==> src/rtl/sram_like_slave_if.sv <==
// Master-side request/response bus of the SRAM-like slave.
// Clock and reset travel as plain ports next to this interface.
interface sram_like_slave_if;
    logic        req;
    logic        wr;
    logic [1:0]  size;
    logic [3:0]  wstrb;
    logic [31:0] addr;
    logic [31:0] wdata;
    logic        addr_ok;
    logic        data_ok;
    logic [31:0] rdata;

    modport master (
        output req, wr, size, wstrb, addr, wdata,
        input  addr_ok, data_ok, rdata
    );

    modport slave (
        input  req, wr, size, wstrb, addr, wdata,
        output addr_ok, data_ok, rdata
    );
endinterface

==> src/rtl/sram_like_slave.sv <==
// SRAM-like bus slave in front of a synchronous RAM: accepts up to DEPTH
// outstanding requests and answers each in order exactly DATA_LAT cycles later.
module sram_like_slave #(
    parameter int DEPTH    = 2,
    parameter int ADDR_LAT = 0,
    parameter int DATA_LAT = 2
) (
    input  logic                 i_clk,
    input  logic                 i_resetn,
    sram_like_slave_if.slave     bus,
    output logic                 o_ram_en,
    output logic [3:0]           o_ram_we,
    output logic [31:0]          o_ram_addr,
    output logic [31:0]          o_ram_wdata,
    input  logic [31:0]          i_ram_rdata
);

    localparam int PTR_W = (DEPTH > 1) ? $clog2(DEPTH) : 1;
    localparam int OCC_W = $clog2(DEPTH + 1);

    localparam logic [3:0]       ADDR_LAT_C = 4'(ADDR_LAT);
    localparam logic [3:0]       DATA_LAT_C = 4'(DATA_LAT);
    localparam logic [OCC_W-1:0] DEPTH_C    = OCC_W'(DEPTH);
    localparam logic [PTR_W-1:0] LAST_PTR   = PTR_W'(DEPTH - 1);

    logic [3:0]       r_waitCnt;
    logic [OCC_W-1:0] r_occ;
    logic [PTR_W-1:0] r_wrPtr;
    logic [PTR_W-1:0] r_rdPtr;
    logic [DEPTH-1:0] r_valid;
    logic [DEPTH-1:0] r_isWr;
    logic [31:0]      r_data [DEPTH];
    logic [3:0]       r_age  [DEPTH];
    logic             r_capPending;
    logic [PTR_W-1:0] r_capPtr;

    logic             w_accept;
    logic             w_pop;
    logic             w_unused;

    function automatic logic [PTR_W-1:0] nextPtr(input logic [PTR_W-1:0] p);
        return (p == LAST_PTR) ? '0 : p + 1'b1;
    endfunction

    // Both handshakes are gated by reset so the bus goes quiet the moment
    // reset asserts, without waiting for a clock edge.
    assign w_accept = i_resetn && bus.req && (r_waitCnt >= ADDR_LAT_C) && (r_occ < DEPTH_C);
    assign w_pop    = i_resetn && r_valid[r_rdPtr] && (r_age[r_rdPtr] == DATA_LAT_C);

    assign w_unused = &{1'b0, bus.size, bus.addr[1:0]};

    always_comb begin
        bus.addr_ok = w_accept;
        bus.data_ok = w_pop;
        bus.rdata   = w_pop ? r_data[r_rdPtr] : 32'h0;
        o_ram_en    = w_accept;
        o_ram_we    = (w_accept && bus.wr) ? bus.wstrb : 4'h0;
        o_ram_addr  = {bus.addr[31:2], 2'b00};
        o_ram_wdata = bus.wdata;
    end

    always_ff @(posedge i_clk or negedge i_resetn) begin
        if (!i_resetn) begin
            r_waitCnt <= '0;
        end else if (!bus.req || w_accept) begin
            r_waitCnt <= '0;
        end else if (r_waitCnt != 4'hF) begin
            r_waitCnt <= r_waitCnt + 4'd1;
        end
    end

    always_ff @(posedge i_clk or negedge i_resetn) begin
        if (!i_resetn) begin
            r_wrPtr      <= '0;
            r_rdPtr      <= '0;
            r_occ        <= '0;
            r_capPending <= 1'b0;
            r_capPtr     <= '0;
        end else begin
            if (w_accept) begin
                r_wrPtr <= nextPtr(r_wrPtr);
            end
            if (w_pop) begin
                r_rdPtr <= nextPtr(r_rdPtr);
            end
            case ({w_accept, w_pop})
                2'b10:   r_occ <= r_occ + 1'b1;
                2'b01:   r_occ <= r_occ - 1'b1;
                default: r_occ <= r_occ;
            endcase
            r_capPending <= w_accept && !bus.wr;
            r_capPtr     <= r_wrPtr;
        end
    end

    // The accept cycle itself is age 0, so a freshly pushed entry already
    // holds age 1; read data lands one cycle later, well before the pop.
    always_ff @(posedge i_clk or negedge i_resetn) begin
        if (!i_resetn) begin
            r_valid <= '0;
            r_isWr  <= '0;
            for (int i = 0; i < DEPTH; i++) begin
                r_data[i] <= '0;
                r_age[i]  <= '0;
            end
        end else begin
            for (int i = 0; i < DEPTH; i++) begin
                if (w_accept && (r_wrPtr == PTR_W'(i))) begin
                    r_valid[i] <= 1'b1;
                    r_isWr[i]  <= bus.wr;
                    r_data[i]  <= '0;
                    r_age[i]   <= 4'd1;
                end else begin
                    if (w_pop && (r_rdPtr == PTR_W'(i))) begin
                        r_valid[i] <= 1'b0;
                    end
                    if (r_valid[i] && (r_age[i] != DATA_LAT_C)) begin
                        r_age[i] <= r_age[i] + 4'd1;
                    end
                    if (r_capPending && (r_capPtr == PTR_W'(i)) && !r_isWr[i]) begin
                        r_data[i] <= i_ram_rdata;
                    end
                end
            end
        end
    end

endmodule

==> src/flat_wrapper.sv <==
// flat-port wrapper written by rule: the top's interface ports become plain ports
module sram_like_slave_flat 
#(
    parameter int DEPTH    = 2,
    parameter int ADDR_LAT = 0,
    parameter int DATA_LAT = 2
)
  (i_clk, i_resetn, o_ram_en, o_ram_we, o_ram_addr, o_ram_wdata, i_ram_rdata, bus_req, bus_wr, bus_size, bus_wstrb, bus_addr, bus_wdata, bus_addr_ok, bus_data_ok, bus_rdata);
  sram_like_slave_if bus_i ();
  input  logic i_clk;
  input  logic i_resetn;
  output logic o_ram_en;
  output logic [3:0] o_ram_we;
  output logic [31:0] o_ram_addr;
  output logic [31:0] o_ram_wdata;
  input  logic [31:0] i_ram_rdata;
  input wire logic [$bits(bus_i.req)-1:0] bus_req;
  input wire logic [$bits(bus_i.wr)-1:0] bus_wr;
  input wire logic [$bits(bus_i.size)-1:0] bus_size;
  input wire logic [$bits(bus_i.wstrb)-1:0] bus_wstrb;
  input wire logic [$bits(bus_i.addr)-1:0] bus_addr;
  input wire logic [$bits(bus_i.wdata)-1:0] bus_wdata;
  output wire logic [$bits(bus_i.addr_ok)-1:0] bus_addr_ok;
  output wire logic [$bits(bus_i.data_ok)-1:0] bus_data_ok;
  output wire logic [$bits(bus_i.rdata)-1:0] bus_rdata;
  assign bus_i.req = bus_req;
  assign bus_i.wr = bus_wr;
  assign bus_i.size = bus_size;
  assign bus_i.wstrb = bus_wstrb;
  assign bus_i.addr = bus_addr;
  assign bus_i.wdata = bus_wdata;
  assign bus_addr_ok = bus_i.addr_ok;
  assign bus_data_ok = bus_i.data_ok;
  assign bus_rdata = bus_i.rdata;
  sram_like_slave #(.DEPTH(DEPTH), .ADDR_LAT(ADDR_LAT), .DATA_LAT(DATA_LAT)) u_core (.i_clk(i_clk), .i_resetn(i_resetn), .bus(bus_i), .o_ram_en(o_ram_en), .o_ram_we(o_ram_we), .o_ram_addr(o_ram_addr), .o_ram_wdata(o_ram_wdata), .i_ram_rdata(i_ram_rdata));
endmodule
==> config.mk <==
export PLATFORM = sky130hd
export DESIGN_NAME = sram_like_slave_flat
export DESIGN_NICKNAME = d
export VERILOG_FILES = /design/src/rtl/sram_like_slave_if.sv /design/src/rtl/sram_like_slave.sv /design/src/flat_wrapper.sv
export SDC_FILE = /design/constraint.sdc
export NUM_CORES = 1
export LEC_CHECK = 0
export ABC_AREA = 1
export CORE_ASPECT_RATIO = 1.1
export CORE_UTILIZATION = 50
export DETAILED_ROUTE_END_ITERATION = 8
export DONT_BUFFER_PORTS = 1
export HOLD_SLACK_MARGIN = 0.1
export SLEW_MARGIN = 25
export SYNTH_ARGS = -nofsm -noshare
export SYNTH_HDL_FRONTEND = slang
export SYNTH_SLANG_ARGS = --single-unit
export TNS_END_PERCENT = 5
==> constraint.sdc <==
create_clock -name i_clk -period 2.4 [get_ports i_clk]
set_input_delay 0.72 -clock i_clk [delete_from_list [all_inputs] [get_ports i_clk]]
set_output_delay 0.72 -clock i_clk [all_outputs]
set_load 0.01 [all_outputs]
==> metrics.csv, run 1 <==
metric;value;unit
first-pass GRT wire length;15900;um
GP Congestion;0.788;
Max Freq;423;MHz
# nets final;598;
CP max-delay cell;dfrtp_1;
top sig layer;met4;
# rows;35;
RSZ-0062 raised after global routing;true;
Final Max Tran Viols;0;
reg2reg setup slack;0.45;ns
root buf cell;clkbuf_8;
post-synthesis cell area;4350;um2
initial drt markers;226;
FF+latch area;2050;um2
DRT Pass-1 Iters;4;
crit path cell chain;nor2_2, nand3_2, nand2_2, nand2_4, buf_4, a21oi_2;
Multi-input gate area;1610;um2
wire per inst;16.7;um
Final min period;2.36;ns
share of cells above drive strength 1;18.5;%
Post-DP Area;4110;um2
Netlist cell types;25;
CP max FO;10;
number of port buffers;0;
WP data required;1.68;ns
Max clock buf depth;2;
pin count of the biggest net entering global routing;89;
final setup vio count;0;
Overflow after GRT;0;
fin crit share;98.4;%
Critical Path Max Stage Delay;0.41;ns
pwr dens;568;nW/um2
Worst-Skew Late Latency;0.35;ns
dpl hpwl;6080;um
post-synthesis sequential element count;82;
Post-Syn Instances;530;
design area;4550;um2
residual antenna-violating net count after detailed routing;0;
reg2reg start;u_core.r_valid[0];
routed wl met3;910;um
Seq/Total Area, Yosys;47.2;%
Die ar.;9080;um2
Max Cap Violations;0;
number of global-route vias before repair;3204;
max_slew headroom;59.3;%
Hold Slack;0.0608;ns
Metal-1 WL;4040;um
CP endpoint kind;primary output;
WS Path Type;reg -> out;
WL final;10100;um
reg2reg end;u_core.r_occ[1];
Total Routing Usage GR;22.3;%
core footprint;8410;um2
Hold WC Path Type;in -> async;
P&R area growth vs syn;4.63;%
DR WL met2;4820;um
Worst-path clk slew;0.08;ns
# DRC;0;
Fill cells;812;
Post-Route Skew;0.00527;ns
Worst EP arrival;1.64;ns
CTS tree;yes;
initial antenna violation count;0;
Peak VDD IR;0.319;mV
Worst-Margin Slew;0.610;ns
die width;90.9;um
P_leak;2.19;nW
# diodes;0;
Initial Util;51.7;%
Final Hold Fails;0;
DR vias/cell;5.47;
io pins;209;
CTS sink count;82;
Yosys warning count;0;
status;finished, final reports clean;
vias;3296;
Max H-tree Level;3;
worst r2r path cells;11;
synthesized area per cell;8.21;um2
DIE HEIGHT;99.8;um
Critical Path Source Type;register;
TritonCTS buffer count;9;
[flip-flops by register name (all words and copies together), names as in the netlist]
signal	cells
u_core.r_occ	2
u_core.r_capPtr	1
u_core.r_wrPtr	1
u_core.r_capPending	1
u_core.r_age	8
u_core.r_rdPtr	1
u_core.r_data	64
u_core.r_valid	2
u_core.r_isWr	2
[power breakdown]
part	internal, mW	switching (mW)	leakage (nW)
logic	0.00653	0.0180	0.952
clock network	0.691	0.492	0.114
registers	1.38	0	1.13
total	2.08	0.510	2.19
[cells by family after synthesis]
group	after synthesis	share of synthesized area [%]
DFF	82	47.2
other	1	0.0862
xor gates and xnor gates	4	0.805
AOI/OAI and AO/OA	169	19.5
buffers and inverters	144	18.8
and+or+nand+nor	125	12.2
adders and majority gates	5	1.44
[Yosys cell counts]
cell / instances / area, um2
a21oi_1: 96 / 480
a31oi_1: 2 / 12.5
buf_2: 6 / 30.0
buf_4: 66 / 495
buf_6: 3 / 33.8
clkbuf_1: 20 / 75.1
conb_1: 1 / 3.75
dfrtp_1: 82 / 2050
ha_1: 5 / 62.6
inv_1: 46 / 173
inv_2: 3 / 11.3
nand2_1: 95 / 357
nand2_2: 1 / 6.26
nand3_1: 8 / 40.0
nand3_4: 1 / 17.5
nand4_1: 2 / 12.5
nor2_1: 11 / 41.3
nor2_2: 2 / 12.5
nor3_1: 2 / 10.0
nor3b_1: 2 / 15.0
nor3b_4: 1 / 18.8
o21ai_0: 59 / 295
o21ai_1: 12 / 60.1
xnor2_1: 1 / 8.76
xor2_1: 3 / 26.3
[how the worst max path moves through the flow]
| stage | from | cells after the start | slack [ns] | endpoint |
|---|---|---|---|---|
| after floorplan | u_core.r_rdPtr | 7 | 0.43 | bus_rdata[21] |
| after global placement | u_core.r_age[2] | 7 | 0.22 | bus_rdata[31] |
| after detailed placement | u_core.r_age[2] | 7 | 0.19 | bus_rdata[18] |
| after CTS | u_core.r_age[6] | 6 | -0.02 | bus_rdata[2] |
| after global routing | u_core.r_age[3] | 7 | -0.08 | bus_rdata[18] |
| final | u_core.r_age[3] | 6 | 0.04 | bus_rdata[2] |
[layer usage]
layer,vias to the layer above,GRT usage (%)
met1,1568,27.5
met5,-,0
li1,1561,-
met2,137,34.7
met3,30,8.56
met4,0,11.1
[stage by stage]
step                utilization (%)  worst slack, ns  setup TNS (ns)  total power, mW  instances
finish                         54.1           0.0374               0             2.59        603
global route                   54.1          -0.0785           -1.54             2.67        603
CTS                            52.3          -0.0231         -0.0778             2.62        598
detailed placement             48.9            0.191               0             1.43        578
global placement               48.9            0.222               0             1.43        578
floorplan                         -            0.434               0             1.54        531
[cells in the final DEF, fill, tap and decap left out, types with 4 or more instances in the layout]
cell type / count
clkbuf_8: 9
a21oi_2: 21
nand3_1: 7
a21oi_1: 73
o21ai_1: 12
inv_1: 46
dfrtp_1: 81
nor2_1: 8
o21ai_0: 59
ha_1: 5
nand2_1: 94
nor2_2: 4
buf_4: 35
[worst max-delay path, delay by kind of cell, from the launching register on]
kind	cells	cell delay [ns]
flip-flops	1	0.41
buffers and inverters	1	0.22
AND/OR/NAND/NOR	4	0.45
AO/OA/AOI/OAI	1	0.20
[timing repair]
action | in CTS | in global routing
pin swaps | 1 | 3
resized for setup | 7 | 30
buffers inserted | 4 | 5
setup endpoints to repair | 28 | 31
endpoints found under the hold margin | 82 | 82
[cell type report]
type                            count  area share (%)
Timing Repair Buffer               40            7.28
Clock buffer                       11            2.89
Clock inverter                      5            2.25
Sequential cell                    82            45.1
Multi-Input combinational cell    305            35.4
Tap cell                          111            3.05
Inverter                           49            4.04
Power figures use the tool's default switching activity.
==> run 2, diff against run 1 <==
Settings changed: CTS_CLUSTER_SIZE set to 20.
==> results of run 2 <==
No change in the layout: final DEF, timing and power equal those of run 1.
